--- src/rtl/bypass_ctrl.sv ---
`default_nettype none
// ============================================================================
//  Module   : bypass_ctrl
//  Purpose  : Operand forwarding and load-use hazard control for the ID stage.
//             Tracks destination info of the EX/MEM/WB stages in a shadow
//             pipeline, drives one-hot bypass selects for rs and rt, and
//             raises a load-use stall toward PC and IF/ID.
//  Revision : 1.0 - initial release
// ============================================================================
module bypass_ctrl #(
  parameter int REG_AW       = 5,
  parameter bit LOAD_MEM_FWD = 1'b1,
  parameter int CNT_W        = 16
) (
  input  logic              clk,
  input  logic              rst_n,
  input  logic              id_valid,
  input  logic [REG_AW-1:0] id_rs,
  input  logic [REG_AW-1:0] id_rt,
  input  logic              id_rs_used,
  input  logic              id_rt_used,
  input  logic              id_wr_en,
  input  logic [REG_AW-1:0] id_rd,
  input  logic              id_is_load,
  input  logic              hold,
  input  logic              flush,
  output logic [3:0]        sel_rs,
  output logic [3:0]        sel_rt,
  output logic              stall,
  output logic [CNT_W-1:0]  stall_cnt
);

  // One-hot bypass mux encodings
  localparam logic [3:0] c_SEL_RF  = 4'b0001;
  localparam logic [3:0] c_SEL_EX  = 4'b0010;
  localparam logic [3:0] c_SEL_MEM = 4'b0100;
  localparam logic [3:0] c_SEL_WB  = 4'b1000;

  // One shadow-pipeline slot: valid, writes-register, destination, is-load
  typedef struct packed {
    logic              v;
    logic              wr;
    logic [REG_AW-1:0] rd;
    logic              ld;
  } entry_t;

  entry_t ex_q, ex_d;
  entry_t mem_q, mem_d;
  entry_t wb_q, wb_d;
  logic [CNT_W-1:0] stall_cnt_q, stall_cnt_d;

  logic   w_rs_chk;
  logic   w_rt_chk;
  logic   w_rs_ld_hit;
  logic   w_rt_ld_hit;
  logic   w_stall;
  entry_t w_id_entry;

  // A stage entry can supply a value only if it is live and writes that register
  function automatic logic hit(input entry_t e, input logic [REG_AW-1:0] addr);
    return e.v & e.wr & (e.rd == addr);
  endfunction

  // Youngest producer wins; unused operands and r0 always read the register file
  function automatic logic [3:0] pick(input logic chk, input logic [REG_AW-1:0] addr,
                                      input entry_t ex, input entry_t mem, input entry_t wb);
    logic [3:0] s;
    s = c_SEL_RF;
    if (chk) begin
      if (hit(ex, addr))       s = c_SEL_EX;
      else if (hit(mem, addr)) s = c_SEL_MEM;
      else if (hit(wb, addr))  s = c_SEL_WB;
    end
    return s;
  endfunction

  // A load whose data is not yet forwardable forces the consumer to wait
  function automatic logic ld_hit(input logic chk, input logic [REG_AW-1:0] addr,
                                  input entry_t ex, input entry_t mem);
    logic h;
    h = hit(ex, addr) & ex.ld;
    if (!LOAD_MEM_FWD) h = h | (hit(mem, addr) & mem.ld);
    return chk & h;
  endfunction

  // Operand selects and load-use stall, evaluated in the same cycle as ID
  always_comb begin
    w_rs_chk    = id_rs_used & (id_rs != '0);
    w_rt_chk    = id_rt_used & (id_rt != '0);
    sel_rs      = pick(w_rs_chk, id_rs, ex_q, mem_q, wb_q);
    sel_rt      = pick(w_rt_chk, id_rt, ex_q, mem_q, wb_q);
    w_rs_ld_hit = ld_hit(w_rs_chk, id_rs, ex_q, mem_q);
    w_rt_ld_hit = ld_hit(w_rt_chk, id_rt, ex_q, mem_q);
    // A flushed instruction is dead, so it can never be a load-use consumer
    w_stall     = id_valid & ~flush & (w_rs_ld_hit | w_rt_ld_hit);
    stall       = w_stall;
  end

  // Next shadow state: advance one stage unless frozen; stalled/killed ID becomes a bubble
  always_comb begin
    w_id_entry = '0;
    if (id_valid && !w_stall && !flush) begin
      w_id_entry.v  = 1'b1;
      w_id_entry.wr = id_wr_en;
      w_id_entry.rd = id_rd;
      w_id_entry.ld = id_is_load;
    end
    ex_d        = ex_q;
    mem_d       = mem_q;
    wb_d        = wb_q;
    stall_cnt_d = stall_cnt_q;
    if (!hold) begin
      ex_d  = w_id_entry;
      mem_d = ex_q;
      wb_d  = mem_q;
      if (w_stall && (stall_cnt_q != '1)) stall_cnt_d = stall_cnt_q + CNT_W'(1);
    end
  end

  // Shadow pipeline and stall counter registers
  always_ff @(posedge clk or negedge rst_n) begin
    if (!rst_n) begin
      ex_q        <= '0;
      mem_q       <= '0;
      wb_q        <= '0;
      stall_cnt_q <= '0;
    end else begin
      ex_q        <= ex_d;
      mem_q       <= mem_d;
      wb_q        <= wb_d;
      stall_cnt_q <= stall_cnt_d;
    end
  end

  assign stall_cnt = stall_cnt_q;

endmodule
`default_nettype wire

--- config.mk ---
export PLATFORM = sky130hd
export DESIGN_NAME = bypass_ctrl
export DESIGN_NICKNAME = d
export VERILOG_FILES = /design/src/rtl/bypass_ctrl.sv
export SDC_FILE = /design/constraint.sdc
export NUM_CORES = 1
export LEC_CHECK = 0
export ABC_AREA = 0
export CORE_MARGIN = 2
export CORE_UTILIZATION = 54
export CTS_BUF_LIST = sky130_fd_sc_hd__clkbuf_8 sky130_fd_sc_hd__clkbuf_16
export CTS_CLUSTER_DIAMETER = 30
export DETAILED_ROUTE_END_ITERATION = 10
export PLACE_DENSITY = 0.84
export SLEW_MARGIN = 20
export SYNTH_ARGS = -nofsm -noshare
export SYNTH_HDL_FRONTEND = slang
export SYNTH_SLANG_ARGS = --single-unit
--- constraint.sdc ---
create_clock -name clk -period 3.75 [get_ports clk]
set_input_delay 0.75 -clock clk [delete_from_list [all_inputs] [get_ports clk]]
set_output_delay 0.75 -clock clk [all_outputs]
set_load 0.05 [all_outputs]
Yosys cells after proc, flatten, opt, wreduce, memory -nomap -nowiden
Cells that the tools add are included.
{ "op_classes": {"addsub": 1, "multipliers": 0, "n_div": 0, "order_cmp": 0, "eq_ne": 7, "shift": 0, "n_mux": 9, "bitwise": 20, "n_reduce_logical": 8} }
{ "ops": {"columns": ["op", "n"], "rows": [
  ["$mux W4", 8],
  ["$eq A5 B5 Y1", 6],
  ["$and A1 B1 Y1", 17],
  ["$add A16 B1 Y16 const B", 1],
  ["$ne A16 B16 Y1 const B", 1],
  ["$reduce_bool A5 Y1", 2],
  ["$mux W8", 1],
  ["$logic_and A1 B1 Y1", 3],
  ["$logic_not A1 Y1", 2],
  ["$not A1 Y1", 2],
  ["$reduce_and A2 Y1", 1],
  ["$or A1 B1 Y1", 1]
]} }
{ "word_totals": {"reg_bits": 38, "latch_bits": 0, "mem_bits_rw": 0, "mem_bits_ro": 0, "output_inout_bits": 25, "elab_cells": 56, "memories": 0} }

Logic depth before layout (Yosys ltp)
{ "logic_depth": {"word_depth": 10, "mapped_depth": 7, "ltp_nobuf": 7} }

Worst setup path before layout
No wires, ideal clock.
{ "synth_path": {"kind": "input port to output port", "start": "input port id_rs[4]", "end": "output port stall", "t_arrival_ns": 3.385, "t_required_ns": 3.000, "slack_ns": -0.385, "path_stages": 6, "n_path_buf": 1, "path_cell_list": "xor2_1 nor4_2 nor4bb_4 o21ai_4 buf_6 nor3b_1"} }
{ "synth_via": {"elab_chain_cells": 6, "elab_cells_between_ends": 8, "classes_between": "eq/ne: 1; bitwise: 6; reduce/logical: 1"} }
{ "synth_lines": {"columns": ["item", "line_no", "source"], "rows": [
  ["start, declared", "18", "input logic [REG_AW-1:0] id_rs,"],
  ["$eq A5 B5 Y1", "61", "return e.v & e.wr & (e.rd == addr);"],
  ["$and A1 B1 Y1", "61", null],
  ["$and A1 B1 Y1", "81", "h = hit(ex, addr) & ex.ld;"],
  ["$and A1 B1 Y1 (*)", "83", "return chk & h;"],
  ["$or A1 B1 Y1 (*)", "95", "w_stall = id_valid & ~flush & (w_rs_ld_hit | w_rt_ld_hit);"],
  ["$and A1 B1 Y1 (*)", "95", null],
  ["end, declared", "29", "output logic stall,"]
]} }
Every way passes the cells marked *; elsewhere a longest branch is shown, timed or not.

Final worst setup path
{ "layout_path": {"start": "input port id_rs[0]", "end": "output port sel_rs[3]"} }
{ "layout_via": {"elab_chain_cells": 6, "elab_cells_between_ends": 12, "classes_between": "eq/ne: 3; mux: 4; bitwise: 4; reduce/logical: 1"} }
{ "layout_lines": {"columns": ["item", "line_no", "source"], "rows": [
  ["$eq A5 B5 Y1", "61", null],
  ["$and A1 B1 Y1", "61", null],
  ["$mux W4", "72", "else if (hit(wb, addr)) s = c_SEL_WB;"],
  ["$mux W4", "71", "else if (hit(mem, addr)) s = c_SEL_MEM;"],
  ["$mux W4", "70", "if (hit(ex, addr)) s = c_SEL_EX;"],
  ["$mux W4 (*)", "69", "if (chk) begin"],
  ["end, declared", "27", "output logic [3:0] sel_rs,"]
]} }
Marks and branches as above.

==> impl_metrics.csv <==
group,metric,value,unit
hold_path,hp-start,"stall_cnt[6]",
detailed_routing,drt-total-wl,4770,um
hold_path,hold_class,"register to register",
power,p_seq_share,52.5,%
critical_path,end_kind,"output port",
cells_and_area,layout.cells.non_filler,288,
critical_path,path_buf_inv,3,
yosys,synthCells,184,
floorplan,die_w,66.4,um
floorplan,dieArea,4410,um^2
critical_path,critPathLaunch,"id_rs[0]",
cts,htree_levels,2,
sta,drv_slew,0,
floorplan,core-area,3720,um^2
floorplan,die_h,66.4,um
detailed_routing,vias_per_cell,5.77,
cells_and_area,diodes,0,
sta,fin_tns_setup,0,ns
power,p_comb_share,13.2,%
detailed_routing,remaining_drc_errors,0,
yosys,yosysUniqueCellTypes,35,
sta,worst_slack,0.312,ns
power,internal-power,641,uW
power,finalPower,864,uW
place,hpwl,3470,um
global_routing,grt_pass1_wl,7990,um
cts,clock-sinks,38,
yosys,synth_edf_count,0,
place,dp_slack,0.330,ns
critical_path,crit_slowest_cell,"clkdlybuf4s50_1",
detailed_routing,ant_nets,0,
place,port_buffers,48,
sta,period_needed,3.44,ns
sta,finalHoldViolations,0,
yosys,ys_top_cells_by_count,"dfrtp_1, xor2_1, xnor2_1",
cts,path_clk_slew,0.08,ns
floorplan,io-pin-count,49,
cts,ctsHoldBuffers,0,
power,ir_worst_vdd,0.000246,V
detailed_routing,wl_per_cell,16.6,um
yosys,synthArstFlopShare,100,%
sta,setup_viol,0,
critical_path,critical_path_required,3.00,ns
critical_path,start_kind,"primary input",
critical_path,arrival,2.69,ns
power,switching_share,25.8,%
flow_run,cap_violations,0,
detailed_routing,via_count,1663,
sta,rsz0062_at_grt,"no",
global_routing,grtUsageTotal,24.5,%
detailed_routing,firstDrtPassIters,5,
sta,min_period_over_period,91.7,%
sta,timing.fmax,0.291,GHz
yosys,synth.most_common_cell,"dfrtp_1",
cells_and_area,fin_nets,264,
cts,cts_root_buf,"clkbuf_8",
place,placed_cells,280,
cells_and_area,fillCellCount,278,
sta,tightest_slew,0.531,ns
critical_path,cp_max_fo,4,
critical_path,r2r_start,"ex_q[5]",
critical_path,cp_top_family,"buffers and inverters",
cts,cts_tree,"done",
yosys,synthTopCellsByArea,"dfrtp_1, xor2_1, mux2_2",
global_routing,grt_max_degree,39,
sta,skew,0.00357,ns
critical_path,crit_type,"primary input to output port",
global_routing,grt_pass1_vias,1615,
yosys,ys_seq_elements,38,
cts,clock_latency,0.30,ns
place,gp_congestion,0.869,
power,power_density,307,nW/um^2
cts,cts_resized,0,
yosys,synth_top_area_cell,"dfrtp_1",
cells_and_area,areaGrowthSynthToFinish,33.8,%
place,placed_cell_area,2720,um^2
power,switching_power,223,uW
cells_and_area,finalInstanceArea,2820,um^2
sta,maxSlewHeadroom,64.6,%
global_routing,overflow,0,
yosys,syn_area_per_cell,11.4,um^2
yosys,yosysWarnings,0,
yosys,syn_nets,209,
critical_path,path_cells,"clkdlybuf4s50_1, xnor2_1, nand4_1, or3_1, nor4bb_1, buf_4, buf_12",
cts,clock_path_buffers,2,
cts,post-cts-setup-buffers,0,
power,clock_power_share,34.3,%
detailed_routing,drtIter0Drc,139,
cts,numCtsBuffers,5,
yosys,mappedNetlistArea,2100,um^2
global_routing,antenna_found_initial,0,
critical_path,max_stage_delay,0.59,ns
yosys,yosysSeqAreaShare,45.2,%
cells_and_area,fin_util,75.8,%
floorplan,initial_core_util,56.6,%
cells_and_area,drive_gt1_share,20.0,%
sta,holdWs,0.507,ns
power,p_leak,1.27,nW
floorplan,std_cell_rows,22,
outcome,run_status,"complete, no violations",
yosys,ys.flop_type,"dfrtp_1",
yosys,synth_top_area_share,45.2,%
## area by class of cell
type                            instances  area [um^2]  share of cell area [%]
Sequential cell                        38          951                    33.8
Timing Repair Buffer                   52          576                    20.4
Inverter                                3         11.3                   0.400
Clock inverter                          2         12.5                   0.444
Multi-Input combinational cell        139         1120                    39.9
Clock buffer                            6         82.6                    2.93
Tap cell                               48         60.1                    2.13
## final timing paths
path / slack (ns) / cells after the start / end
setup / recovery: 0.31 / 7 / sel_rs[3]
min in group asynchronous: 0.88 / 2 / mem_q[5]
hold reg to reg: 0.51 / 1 / stall_cnt[6]
max in group asynchronous: 2.53 / 2 / stall_cnt[11]
hold / removal: 0.51 / 1 / stall_cnt[6]
setup reg to reg: 1.45 / 7 / stall_cnt[1]
## cells in the final DEF, fill, tap and decap left out, types with 4 or more instances in the layout
cell / netlist / final
nor3_1: 4 / 4
nor4_1: 6 / 6
buf_4: 0 / 6
nand4_1: 8 / 8
mux2_2: 14 / 14
clkdlybuf4s50_1: 0 / 39
nand3_1: 6 / 6
a22o_1: 7 / 7
dfrtp_1: 38 / 38
buf_12: 0 / 7
clkbuf_8: 0 / 6
xor2_1: 27 / 27
nor2_1: 7 / 7
xnor2_1: 17 / 17
nand2_1: 11 / 11
## power by group through the flow
stage          Combinational, mW  Clock (mW)  Sequential, mW
2_1_floorplan             0.0634           0           0.452
3_5_place_dp               0.114           0           0.461
3_3_place_gp               0.111           0           0.460
5_1_grt                    0.125       0.318           0.456
4_1_cts                    0.115       0.299           0.453
6_report                   0.114       0.297           0.453
## logic make-up (layout without fill, tap and decap cells)
family | Yosys count | after routing | share of synthesized area, %
mux | 16 | 16 | 8.56
buf+inv | 7 | 63 | 1.66
flops | 38 | 38 | 45.2
xor+xnor | 44 | 44 | 18.3
fa+ha+maj | 1 | 1 | 0.594
compound gates | 15 | 15 | 6.54
simple gates | 63 | 63 | 19.1
## routing by layer
| metal | part of all wire (%) | track usage, % |
|---|---|---|
| met4 | 0.71 | 3.83 |
| met2 | 47 | 38.4 |
| met1 | 46 | 35.0 |
| met3 | 6.2 | 6.13 |
| met5 | 0 | 0 |
## flip-flops by register name (all words and copies together) (netlist names)
name	cells
ex_q	8
mem_q	7
stall_cnt	16
wb_q	7
Note: power is estimated with default switching activity, not from simulation.
